`config.mk`:
```
export PLATFORM = sky130hd
export DESIGN_NAME = alu_seq
export DESIGN_NICKNAME = d
export VERILOG_FILES = /design/src/rtl/alu_seq.sv
export SDC_FILE = /design/constraint.sdc
export NUM_CORES = 2
export LEC_CHECK = 0
export CORE_MARGIN = 10
export CORE_UTILIZATION = 45
export DETAILED_ROUTE_END_ITERATION = 10
export PLACE_DENSITY_LB_ADDON = 0.08
export SKIP_CTS_REPAIR_TIMING = 1
export SLEW_MARGIN = 30
export SYNTH_ARGS = -nofsm -noshare
export SYNTH_HDL_FRONTEND = slang
export SYNTH_SLANG_ARGS = --single-unit
export TNS_END_PERCENT = 50
```
`constraint.sdc`:
```
create_clock -name clk -period 10.25 [get_ports clk]
set_clock_uncertainty 0.2 [all_clocks]
set_input_delay 2.05 -clock clk [delete_from_list [all_inputs] [get_ports clk]]
set_output_delay 2.05 -clock clk [all_outputs]
set_load 0.01 [all_outputs]
```
`src/rtl/alu_seq.sv`:
```
// rtl/alu_seq.sv - registered ALU with multi-cycle MUL/DIV/REM and valid/ready handshake
module alu_seq #(
    parameter int WIDTH = 32,
    localparam int SHW  = $clog2(WIDTH)
) (
    input  logic             clk,
    input  logic             rst,
    input  logic             in_valid,
    output logic             in_ready,
    input  logic [WIDTH-1:0] a,
    input  logic [WIDTH-1:0] b,
    input  logic             mode,
    input  logic [3:0]       opcode,
    input  logic [SHW-1:0]   shamt,
    output logic             out_valid,
    input  logic             out_ready,
    output logic [WIDTH-1:0] result,
    output logic             overflow,
    output logic             div_zero
);
    localparam int W2 = 2 * WIDTH;

    localparam logic [1:0] IDLE = 2'd0;
    localparam logic [1:0] BUSY = 2'd1;
    localparam logic [1:0] DONE = 2'd2;

    localparam logic [3:0] OP_ADD = 4'h0;
    localparam logic [3:0] OP_SUB = 4'h1;
    localparam logic [3:0] OP_AND = 4'h2;
    localparam logic [3:0] OP_OR  = 4'h3;
    localparam logic [3:0] OP_SLL = 4'h4;
    localparam logic [3:0] OP_SRL = 4'h5;
    localparam logic [3:0] OP_SRA = 4'h6;
    localparam logic [3:0] OP_GT  = 4'h7;
    localparam logic [3:0] OP_LT  = 4'h8;
    localparam logic [3:0] OP_MUL = 4'h9;
    localparam logic [3:0] OP_DIV = 4'hA;
    localparam logic [3:0] OP_REM = 4'hB;

    logic [1:0]       r_state;
    logic [SHW-1:0]   r_cnt;
    logic [WIDTH-1:0] r_result;
    logic             r_overflow;
    logic             r_div_zero;

    logic [3:0]       r_op;
    logic             r_mode;
    logic             r_neg_a;
    logic             r_neg_b;
    logic             r_b_zero;
    logic             r_div_ovf;
    logic [WIDTH-1:0] r_a;
    logic [W2-1:0]    r_mcand;
    logic [WIDTH-1:0] r_mplier;
    logic [W2-1:0]    r_prod;
    logic [WIDTH-1:0] r_divisor;
    logic [WIDTH-1:0] r_quo;
    logic [WIDTH-1:0] r_rem;

    logic             w_accept;
    logic             w_busy;
    logic             w_last;
    logic             w_multi;
    logic [WIDTH:0]   w_add;
    logic [WIDTH:0]   w_sub;
    logic             w_gt;
    logic             w_lt;
    logic [WIDTH-1:0] w_sc_res;
    logic             w_sc_ovf;
    logic             w_neg_a;
    logic             w_neg_b;
    logic [WIDTH-1:0] w_mag_a;
    logic [WIDTH-1:0] w_mag_b;
    logic [W2-1:0]    w_prod_nx;
    logic [W2-1:0]    w_prod_s;
    logic [WIDTH:0]   w_rem_sh;
    logic [WIDTH:0]   w_diff;
    logic             w_ge;
    logic [WIDTH-1:0] w_rem_nx;
    logic [WIDTH-1:0] w_quo_nx;
    logic [WIDTH-1:0] w_quo_s;
    logic [WIDTH-1:0] w_rem_s;
    logic [WIDTH-1:0] w_mc_res;
    logic             w_mc_ovf;
    logic             w_mc_dz;

    assign in_ready  = (r_state == IDLE);
    assign out_valid = (r_state == DONE);
    assign result    = r_result;
    assign overflow  = r_overflow;
    assign div_zero  = r_div_zero;

    assign w_accept = (r_state == IDLE) && in_valid;
    assign w_busy   = (r_state == BUSY);
    assign w_last   = (r_cnt == SHW'(WIDTH - 1));
    assign w_multi  = (opcode == OP_MUL) || (opcode == OP_DIV) || (opcode == OP_REM);

    assign w_add = {1'b0, a} + {1'b0, b};
    assign w_sub = {1'b0, a} - {1'b0, b};
    assign w_gt  = mode ? ($signed(a) > $signed(b)) : (a > b);
    assign w_lt  = mode ? ($signed(a) < $signed(b)) : (a < b);

    always_comb begin
        w_sc_res = '0;
        w_sc_ovf = 1'b0;
        case (opcode)
            OP_ADD: begin
                w_sc_res = w_add[WIDTH-1:0];
                w_sc_ovf = mode ? ((a[WIDTH-1] == b[WIDTH-1]) && (w_add[WIDTH-1] != a[WIDTH-1]))
                                : w_add[WIDTH];
            end
            OP_SUB: begin
                w_sc_res = w_sub[WIDTH-1:0];
                w_sc_ovf = mode ? ((a[WIDTH-1] != b[WIDTH-1]) && (w_sub[WIDTH-1] != a[WIDTH-1]))
                                : w_sub[WIDTH];
            end
            OP_AND: w_sc_res = a & b;
            OP_OR:  w_sc_res = a | b;
            OP_SLL: w_sc_res = a << shamt;
            OP_SRL: w_sc_res = a >> shamt;
            OP_SRA: w_sc_res = $unsigned($signed(a) >>> shamt);
            OP_GT:  w_sc_res = {{(WIDTH-1){1'b0}}, w_gt};
            OP_LT:  w_sc_res = {{(WIDTH-1){1'b0}}, w_lt};
            default: ;
        endcase
    end

    // Iterative units run on magnitudes; signs are restored on the final edge.
    assign w_neg_a = mode && a[WIDTH-1];
    assign w_neg_b = mode && b[WIDTH-1];
    assign w_mag_a = w_neg_a ? ((~a) + WIDTH'(1)) : a;
    assign w_mag_b = w_neg_b ? ((~b) + WIDTH'(1)) : b;

    assign w_prod_nx = r_prod + (r_mplier[0] ? r_mcand : '0);
    assign w_prod_s  = (r_neg_a ^ r_neg_b) ? ((~w_prod_nx) + W2'(1)) : w_prod_nx;

    assign w_rem_sh = {r_rem, r_quo[WIDTH-1]};
    assign w_diff   = w_rem_sh - {1'b0, r_divisor};
    assign w_ge     = ~w_diff[WIDTH];
    assign w_rem_nx = w_ge ? w_diff[WIDTH-1:0] : w_rem_sh[WIDTH-1:0];
    assign w_quo_nx = {r_quo[WIDTH-2:0], w_ge};
    assign w_quo_s  = (r_neg_a ^ r_neg_b) ? ((~w_quo_nx) + WIDTH'(1)) : w_quo_nx;
    assign w_rem_s  = r_neg_a ? ((~w_rem_nx) + WIDTH'(1)) : w_rem_nx;

    always_comb begin
        w_mc_res = '0;
        w_mc_ovf = 1'b0;
        w_mc_dz  = 1'b0;
        case (r_op)
            OP_MUL: begin
                w_mc_res = w_prod_s[WIDTH-1:0];
                w_mc_ovf = r_mode ? (w_prod_s[W2-1:WIDTH] != {WIDTH{w_prod_s[WIDTH-1]}})
                                  : (|w_prod_s[W2-1:WIDTH]);
            end
            OP_DIV: begin
                w_mc_res = r_b_zero ? '1 : w_quo_s;
                w_mc_ovf = r_div_ovf;
                w_mc_dz  = r_b_zero;
            end
            OP_REM: begin
                w_mc_res = r_b_zero ? r_a : w_rem_s;
                w_mc_ovf = r_div_ovf;
                w_mc_dz  = r_b_zero;
            end
            default: ;
        endcase
    end

    always_ff @(posedge clk) begin
        if (rst) begin
            r_state    <= IDLE;
            r_cnt      <= '0;
            r_result   <= '0;
            r_overflow <= 1'b0;
            r_div_zero <= 1'b0;
        end else begin
            case (r_state)
                IDLE: begin
                    if (in_valid) begin
                        if (w_multi) begin
                            r_state <= BUSY;
                            r_cnt   <= '0;
                        end else begin
                            r_state    <= DONE;
                            r_result   <= w_sc_res;
                            r_overflow <= w_sc_ovf;
                            r_div_zero <= 1'b0;
                        end
                    end
                end
                BUSY: begin
                    r_cnt <= r_cnt + SHW'(1);
                    if (w_last) begin
                        r_state    <= DONE;
                        r_result   <= w_mc_res;
                        r_overflow <= w_mc_ovf;
                        r_div_zero <= w_mc_dz;
                    end
                end
                DONE: begin
                    if (out_ready) begin
                        r_state <= IDLE;
                    end
                end
                default: r_state <= IDLE;
            endcase
        end
    end

    always_ff @(posedge clk) begin
        if (w_accept) begin
            r_op      <= opcode;
            r_mode    <= mode;
            r_neg_a   <= w_neg_a;
            r_neg_b   <= w_neg_b;
            r_a       <= a;
            r_b_zero  <= (b == '0);
            r_div_ovf <= mode && (a == {1'b1, {(WIDTH-1){1'b0}}}) && (b == '1);
            r_mcand   <= {{WIDTH{1'b0}}, w_mag_a};
            r_mplier  <= w_mag_b;
            r_prod    <= '0;
            r_divisor <= w_mag_b;
            r_quo     <= w_mag_a;
            r_rem     <= '0;
        end else if (w_busy) begin
            r_prod   <= w_prod_nx;
            r_mcand  <= r_mcand << 1;
            r_mplier <= r_mplier >> 1;
            r_quo    <= w_quo_nx;
            r_rem    <= w_rem_nx;
        end
    end
endmodule

```
==> flow_summary.json <==
{
  "cts_max_path_buffers": 3,
  "rsz0062_at_grt": "no",
  "crit_slowest_cell": "nor4_2",
  "synth_area_sq_um": 33200,
  "core_area_sq_um": 73080,
  "yosysSeqAreaShare_pct": 25.48,
  "wl_met2_microns": 63400,
  "syn_area_per_cell_sq_um": 7.649,
  "via_per_inst": 6.564,
  "start_kind": "register",
  "ys_top_cells_by_area": "edfxtp_1, dfxtp_1, ha_1, nand2_1, o21ai_0",
  "wire_per_inst_microns": 28.08,
  "synthArstFlopShare_pct": 0,
  "arrival_ns": 7.77,
  "finalWeightedCongestion": 1.049,
  "synth_cell_types": 114,
  "netlist.top_cell.by_area": "edfxtp_1",
  "power.density_nw_per_um2": 128.0,
  "hold_viol": 0,
  "final_core_util_pct": 50.06,
  "grt_pass1_wl_microns": 217400,
  "max_stage_delay_ns": 0.88,
  "yosys_warnings": 0,
  "grt-ovfl-total": 0,
  "status": "complete, no violations",
  "die_h_microns": 291.6,
  "path_clk_slew_ns": 0.06,
  "netlist_instances": 4340,
  "fin_setup_tns_ns": 0,
  "synth_fp_nets": 4621,
  "synth_edf_count": 169,
  "drt_wl_total_microns": 148600,
  "cts_inserted_buffers": 43,
  "dieWidth_microns": 291.6,
  "h-tree-depth": 2,
  "cts.root.buffer_cell": "clkbuf_16",
  "dr_total_vias": 34750,
  "drive_gt1_share_pct": 5.861,
  "insertion_delay_ns": 0.61,
  "path_delay_family": "compound AO/OA/AOI/OAI gates",
  "cts_tree": "built",
  "crit_fanout": 41,
  "ant_nets": 0,
  "synth_top_flop_cell": "edfxtp_1",
  "max_freq_mhz": 134.3,
  "wirelength_met1_microns": 63170,
  "worst_slew_pin_slew_ns": 1.079,
  "hp-class": "register to register",
  "total_leakage_power_uw": 0.01417,
  "synth-seq-cells": 338,
  "dieArea_sq_um": 85030,
  "period_share_pct": 72.65,
  "path_cells": "inv_1 > ha_1 > inv_1 > fa_1 > a21o_1 > a21oi_1 > o21ai_0 > a31oi_1 > nor4bb_1 > o21a_1 > nor4_2 > nor3_4 > buf_4 > mux2i_1 > ha_1 > nand3_1 > nor2_1 > a31o_2 > a41oi_1 > o21bai_1 > o41ai_1 > mux2i_1 > o21ai_0 > a211oi_1",
  "num_rows": 99,
  "synth_top_area_share_pct": 15.29,
  "grt_util_all_layers_pct": 33.30,
  "drt_iter0_drc": 3967,
  "initial_core_util_pct": 45.42,
  "report.final.slew_viol_count": 0,
  "setup_viol": 0,
  "maxCapViolCount": 0,
  "path_buf_inv": 3,
  "power_uw": 4683,
  "dr_wl_met3_microns": 13240,
  "cp-end-kind": "register",
  "ir_drop_v": 0.0001281,
  "drtPass1Iterations": 6,
  "clock_sinks": 338,
  "nNetsFinal": 4580,
  "syn_to_final_growth_pct": 10.20,
  "grt_max_degree": 107,
  "top_layer": "met5",
  "drc": 0,
  "fin_crit_ns": 7.447,
  "critical_path_class": "register to register",
  "hpwl_microns": 115900,
  "io_pins": 114,
  "antenna_found_initial": 4,
  "io_buffers": 113,
  "fillers": 7400,
  "slew_headroom_pct": 27.41,
  "crit_required_ns": 10.58,
  "grt_pass1_vias": 32220
}
-- stage by stage --
stage | instance area, sq um | hold slack [ns] | cells | setup slack (ns)
after floorplan | 33200 | 0.2315 | 4340 | 4.223
after global placement | 35080 | 0.2423 | 5212 | 2.702
after detailed placement | 35120 | 0.2518 | 5213 | 2.517
after CTS | 36570 | 0.2595 | 5293 | 2.966
after global routing | 36580 | 0.2830 | 5293 | 2.468
final | 36580 | 0.2560 | 5294 | 2.803
-- worst reg2reg max path, cell delays in order, from the launching register on --
cell	delay, ns
edfxtp_1	0.41
inv_1	0.08
ha_1	0.16
inv_1	0.05
fa_1	0.41
a21o_1	0.17
a21oi_1	0.31
o21ai_0	0.22
a31oi_1	0.42
nor4bb_1	0.18
o21a_1	0.31
nor4_2	0.89
nor3_4	0.10
buf_4	0.35
mux2i_1	0.32
ha_1	0.29
nand3_1	0.13
nor2_1	0.20
a31o_2	0.26
a41oi_1	0.27
o21bai_1	0.38
o41ai_1	0.40
mux2i_1	0.41
o21ai_0	0.20
a211oi_1	0.24
-- cells in the mapped netlist, types with 49 or more instances --
master / count
a21o_1: 64
nor3_1: 99
nand2_1: 525
edfxtp_1: 169
o21ai_0: 390
nor2_1: 339
dfxtp_1: 169
xnor2_1: 136
a211oi_1: 67
o21a_1: 90
and2_1: 95
nand4_1: 66
a31oi_1: 58
ha_1: 199
nand3_1: 140
or3_1: 49
mux2i_1: 126
clkbuf_1: 219
inv_1: 174
xor2_1: 80
a21oi_1: 320
-- cells in the final DEF, fill, tap and decap left out, types with 17 or more instances in the layout --
| cell | count |
|---|---|
| o211ai_1 | 39 |
| and4_1 | 18 |
| nor2_1 | 337 |
| nor2b_1 | 22 |
| a21o_1 | 64 |
| mux2_2 | 18 |
| a22oi_1 | 17 |
| clkdlybuf4s50_1 | 108 |
| buf_4 | 72 |
| and2_1 | 95 |
| o221ai_1 | 26 |
| nor4_1 | 31 |
| a221o_1 | 19 |
| a211oi_1 | 65 |
| and3_1 | 34 |
| nor3_1 | 96 |
| nand4_1 | 66 |
| edfxtp_1 | 169 |
| a31oi_1 | 57 |
| clkbuf_16 | 43 |
| inv_1 | 172 |
| nand2b_1 | 34 |
| mux2i_1 | 126 |
| a311oi_1 | 17 |
| o21ai_0 | 389 |
| or3_1 | 49 |
| o31a_1 | 18 |
| nand3_1 | 140 |
| dfxtp_1 | 169 |
| o21bai_1 | 26 |
| a221oi_1 | 33 |
| xnor2_1 | 135 |
| a21oi_1 | 318 |
| xor2_1 | 79 |
| nand2_1 | 523 |
| ha_1 | 199 |
| o22ai_1 | 21 |
| o21a_1 | 90 |
| o31ai_1 | 38 |
-- cell families after synthesis --
kind of cell               synth area share [%]
AOI/OAI and AO/OA                         28.57
DFF                                       25.48
xor gates and xnor gates                  5.699
and+or+nand+nor                           22.49
buffers and inverters                     5.194
adders and majority gates                 7.742
muxes                                     4.817
-- worst paths after layout --
check / from / end / slack (ns) / cells past startpoint
worst max-delay path: r_quo[31] / result[30] / 2.80 / 24
worst min-delay path: div_zero / div_zero / 0.26 / 2
worst max register to register: r_quo[31] / result[30] / 2.80 / 24
worst min register to register: div_zero / div_zero / 0.26 / 2
-- cell type report --
class                           instances  area [sq um]  share of cell area, %
Multi-Input combinational cell       3555         23140                  63.24
Timing Repair Buffer                  185          1669                  4.563
Antenna cell                            1         2.502               0.006840
Inverter                              176         670.6                  1.833
Clock inverter                         25         285.3                 0.7798
Tap cell                              959          1200                  3.280
Clock buffer                           55          1161                  3.174
Sequential cell                       338          8458                  23.12
-- flip-flops by register name (all words and copies together), names as in the netlist, 32 cells and up --
register / flops
r_mcand: 64
result: 32
r_divisor: 32
r_a: 32
r_prod: 64
r_rem: 32
r_mplier: 32
r_quo: 32
-- per-layer routing --
layer | global-route usage [%] | vias up
met1 | 44.93 | 16650
met5 | 0 | -
met2 | 50.55 | 1778
li1 | - | 15990
met4 | 17.04 | 4
met3 | 5.714 | 335
-- report_power, final --
part | internal [uW] | switching [uW] | total (uW)
registers | 1540 | 77.8 | 1620
clock network | 934 | 663 | 1600
logic | 483 | 983 | 1470
total | 2960 | 1720 | 4680
Note: power is estimated with default switching activity, not from simulation.
